File: src/rtl/mu0_fetch_unit.sv
// mu0_fetch_unit: MU0 instruction fetch stage with PC, one-entry prefetch buffer and IR.
module mu0_fetch_unit #(
  parameter int ADDR_W = 12,
  parameter int DATA_W = 16,
  parameter logic [ADDR_W-1:0] PC_RESET = '0
) (
  input  logic              clk,
  input  logic              rst_n,
  input  logic              fetch,
  input  logic              exec1,
  input  logic              pipeline_enabled,
  input  logic              jump,
  input  logic [ADDR_W-1:0] jump_addr,
  input  logic              mem_grant,
  input  logic              mem_ack,
  input  logic [DATA_W-1:0] mem_rdata,
  output logic              mem_req,
  output logic [ADDR_W-1:0] mem_addr,
  output logic [DATA_W-1:0] ir,
  output logic              extra,
  output logic              stall,
  output logic              halted,
  output logic [ADDR_W-1:0] pc
);
  logic [ADDR_W-1:0] r_pc;
  logic [DATA_W-1:0] r_buf_data, r_ir;
  logic              r_buf_valid, r_ir_loaded, r_req, r_stale, r_halted;
  logic              w_ack, w_fill, w_take, w_jmp, w_issue;
  assign w_ack   = r_req & mem_ack;
  assign w_fill  = w_ack & ~r_stale & ~w_jmp;
  assign w_take  = fetch & r_buf_valid & ~r_halted;
  assign w_jmp   = jump & exec1;
  // r_req doubles as the outstanding flag: it is high exactly while a read is in flight
  assign w_issue = ~r_req & ~r_buf_valid & mem_grant & ~r_halted & ~r_stale & (pipeline_enabled | fetch);
  always_ff @(posedge clk or negedge rst_n) begin
    if (!rst_n) begin
      r_pc        <= PC_RESET;
      r_buf_data  <= '0;
      r_buf_valid <= 1'b0;
      r_ir        <= '0;
      r_ir_loaded <= 1'b0;
      r_req       <= 1'b0;
      r_stale     <= 1'b0;
      r_halted    <= 1'b0;
    end else begin
      r_req       <= w_issue | (r_req & ~mem_ack);
      r_stale     <= (w_jmp & r_req & ~mem_ack) ? 1'b1 : (w_ack ? 1'b0 : r_stale);
      r_pc        <= w_jmp ? jump_addr : (w_fill ? r_pc + 1'b1 : r_pc);
      r_buf_valid <= w_jmp ? 1'b0 : (w_fill ? 1'b1 : (w_take ? 1'b0 : r_buf_valid));
      if (w_fill) r_buf_data <= mem_rdata;
      if (w_take) begin
        r_ir        <= r_buf_data;
        r_ir_loaded <= 1'b1;
      end
      if (w_take && r_buf_data[DATA_W-1:DATA_W-4] == 4'd7) r_halted <= 1'b1;
    end
  end
  assign mem_req  = r_req;
  assign mem_addr = r_pc;
  assign ir       = r_ir;
  assign extra    = r_ir_loaded & (r_ir[DATA_W-1:DATA_W-4] < 4'd4);
  assign stall    = fetch & (~r_buf_valid | r_halted);
  assign halted   = r_halted;
  assign pc       = r_pc;
endmodule

File: config.mk
export PLATFORM = sky130hd
export DESIGN_NAME = mu0_fetch_unit
export DESIGN_NICKNAME = d
export VERILOG_FILES = /design/src/rtl/mu0_fetch_unit.sv
export SDC_FILE = /design/constraint.sdc
export NUM_CORES = 1
export LEC_CHECK = 0
export CORE_UTILIZATION = 45
export DETAILED_ROUTE_END_ITERATION = 10
export GPL_ROUTABILITY_DRIVEN = 0
export GPL_TIMING_DRIVEN = 0
export PLACE_DENSITY = 0.8
export SLEW_MARGIN = 20
export SYNTH_ARGS = -nofsm -noshare
export SYNTH_HDL_FRONTEND = slang
export SYNTH_SLANG_ARGS = --single-unit
File: constraint.sdc
create_clock -name clk -period 2.14 [get_ports clk]
set_input_delay 0.428 -clock clk [delete_from_list [all_inputs] [get_ports clk]]
set_output_delay 0.428 -clock clk [all_outputs]
set_load 0.02 [all_outputs]
==> summary.txt <==
Finish
  • Final net count: between 300 and 400
  • N_diodes: 0
  • P&R area growth vs syn: 44.6%
  • Post-route insts no fill: 336
  • Commonest non-fill, non-tap cell in the layout: clkdlybuf4s50_1
  • Share of cells above drive strength 1: 0.230
  • Most frequent cells in the layout: clkdlybuf4s50_1, dfrtp_1, mux2_2, buf_4, nand2_1
  • Design area: between 3000 and 4000 um^2

Worst setup path
  • RR Endpoint: mem_addr[10]
  • CP required: approximately 1700 ps
  • CP Cell Sequence: nor3b_1, clkdlybuf4s50_1
  • Worst-case reg-to-reg path depth: 4
  • Crit path launch type: flop
  • Worst setup startpoint: ir[15]
  • CP Capture Point: extra
  • Worst Path Arrival: 1550 ps
  • Worst stage delay on the critical path: 660 ps
  • Reg2reg setup slack: roughly 340 ps
  • Buffers & Inverters on Critical Path: 1
  • Crit. End Element: output port
  • Critical path class: flop to output port
  • Critical-path top delay cell: clkdlybuf4s50_1
  • Stages on worst setup path: 2
  • FF-to-FF Start: mem_addr[0]
  • CP top delay family: buffers and inverters
  • Critical Path Fanout Max: 3

CTS
  • Num CTS Buffers: 5
  • Clock tree buffer depth: 2
  • CTS Hold Bufs: 0
  • Clock sink count: 49
  • Clock latency at the later pin of the worst-skew pair: roughly 290 ps
  • H-tree depth: 2
  • Worst-path clk slew: roughly 80 ps
  • CTS root buffer: clkbuf_8
  • CTS tree: done

Logic synthesis
  • Fraction of registers with async set/reset: 1.00
  • Synth Cell Area: between 2000 and 2500 um^2
  • Distinct cells, synth: 36
  • Post-synth EDFFs: 0
  • Syn Nets: 219
  • Mapped Cells: 182
  • Register area share after synthesis: 0.547
  • Warnings, synthesis: 0
  • Most used DFF post-synth: dfrtp_1
  • Syn avg cell area: around 12 um^2
  • Seq cells post-synth: between 40 and 50

Hold path
  • Hold Path Class: primary input to asynchronous set/reset pin

STA
  • Unrepaired setup endpoints after global routing: false
  • Final setup vio count: 0
  • Hold Fails Final Rpt: 0
  • Final Slew Violations: 0
  • Worst Max-Slew Pin Slew: around 650 ps
  • FMAX: around 510 MHz
  • Skew final: around 2.8 ps
  • Tmin final: just under 2000 ps
  • Relative slew slack: 0.564
  • Final period util: 0.925
  • Setup TNS: 0 ps

GRT
  • GRT overflow: 0
  • Vias in the first global route: 1827
  • Initial antenna violation count: 0
  • Pin count of the biggest net entering global routing: 28
  • Total Routing Usage GR: 0.206
  • First-pass GRT wire length: around 8 mm

Routing
  • Post-route ant nets: 0
  • Remaining DRCs: 0
  • Via/cell ratio: around 5.2
  • Via count: 1761
  • Avg WL per Cell: about 14 um
  • Drt pass-1 iters: 4
  • Drt initial violations: 124
  • Detailed Route WL: ~4.9 mm

Placed design
  • Placed Cells incl. Taps: between 300 and 400
  • Hpwl dp: 3.64 mm
  • Port bufs: 79
  • Area after DPL: between 3000 and 4000 um^2

Power
  • Logic pwr share: 0.199
  • Net Switching: roughly 0.52 mW
  • Pwr dens: 630 nW/um^2
  • Pint: 1.52 mW
  • Switch share: 0.255
  • Pwr Total: roughly 2 mW
  • Leak Pwr: 1.46 nW
  • Flop pwr share: 0.494
  • Clk pwr share: 0.306
  • VDD IR-drop max: around 0.5 mV

Floorplanning
  • Die Y-Extent: ~73 um
  • I/O pin total: 80
  • Die area: between 5000 and 6000 um^2
  • Initial Util: 0.471
  • Core footprint: 4750 um^2
  • Die W: between 70 and 80 um
  • Row Count: 25

Flow run
  • Max-Cap Viols: 0

Status
  • Outcome: finished, final reports clean
[logic make-up (layout without fill, tap and decap cells)]
| family | Yosys count | after routing | synth area share |
|---|---|---|---|
| flops | 49 | 49 | 0.547 |
| simple gates | 46 | 46 | 0.123 |
| mux | 34 | 34 | 0.170 |
| compound gates | 29 | 29 | 0.0860 |
| buf+inv | 21 | 108 | 0.0603 |
| xor+xnor | 2 | 2 | 0.00782 |
| fa+ha+maj | 1 | 1 | 0.00558 |
[through the flow]
| stage | hold slack [ps] | worst slack (ps) | utilization |
|---|---|---|---|
| after global routing | 195 | 55.6 | 0.682 |
| after floorplan | 132 | 421 | - |
| final | 156 | 160 | 0.682 |
| after global placement | 449 | -735 | 0.655 |
| after CTS | 167 | 142 | 0.682 |
| after detailed placement | 448 | -153 | 0.660 |
[layout make-up]
cell class,count,area [um^2]
fillers,391,1510
repair buffers,80,812
multi-input cells,112,880
plain buffers,18,124
well taps,67,83.8
inverters,3,11.3
clock buffers,5,68.8
flip-flops and latches,49,1230
clock inverters,2,35.0
[cell usage after synthesis (2+ instances only)]
master    instances  area (um^2)
nand3_1           5         25.0
o41ai_1           4         35.0
o21ai_0           6         30.0
nand2_1          10         37.5
clkbuf_1          2         7.51
xor2_1            2         17.5
nor2_1            8         30.0
a21oi_1           3         15.0
o31ai_1           3         22.5
dfrtp_1          49         1230
mux2i_1           2         20.0
buf_2             3         15.0
mux2_2           32          360
o211ai_1          2         15.0
buf_4            12         90.1
a21boi_0          3         22.5
nand2b_1          3         18.8
nand4_1           3         18.8
inv_1             3         11.3
nand4b_1          2         17.5
or4_1             4         30.0
a31oi_1           7         43.8
[worst min-delay path by stage]
stage,endpoint,cells after the start,start,slack (ps)
after floorplan,halted,0,rst_n,130
after global placement,r_ir_loaded,1,r_ir_loaded,450
after detailed placement,r_ir_loaded,1,r_ir_loaded,450
after CTS,mem_addr[5],1,rst_n,170
after global routing,mem_addr[3],1,rst_n,190
final,mem_addr[1],1,rst_n,160
[per-layer routing]
| layer | vias to the layer above | share of wire | GRT usage |
|---|---|---|---|
| met2 | 74 | 0.51 | 0.369 |
| met4 | 0 | 0.0090 | 0.0479 |
| li1 | 832 | - | - |
| met1 | 850 | 0.38 | 0.231 |
| met5 | - | 0 | 0 |
| met3 | 5 | 0.098 | 0.0819 |
[sequential cells by signal (all words and copies together), names as in the netlist]
register     flops
r_buf_valid      1
halted           1
r_ir_loaded      1
mem_addr        12
ir              16
r_stale          1
r_buf_data      16
mem_req          1
[power groups by stage]
stage               Sequential (mW)  Clock, mW  Combinational, mW
floorplan                      1.05          0              0.153
finish                         1.01      0.625              0.407
global placement               1.03          0              0.397
global route                   1.02      0.679              0.440
CTS                            1.01      0.644              0.410
detailed placement             1.03          0              0.410
[what timing repair did]
action / 4_1_cts / 5_1_grt
gates resized for setup: 1 / 0
setup endpoints to repair: 1 / 0
setup buffers: 0 / 0
Power figures use the tool's default switching activity.
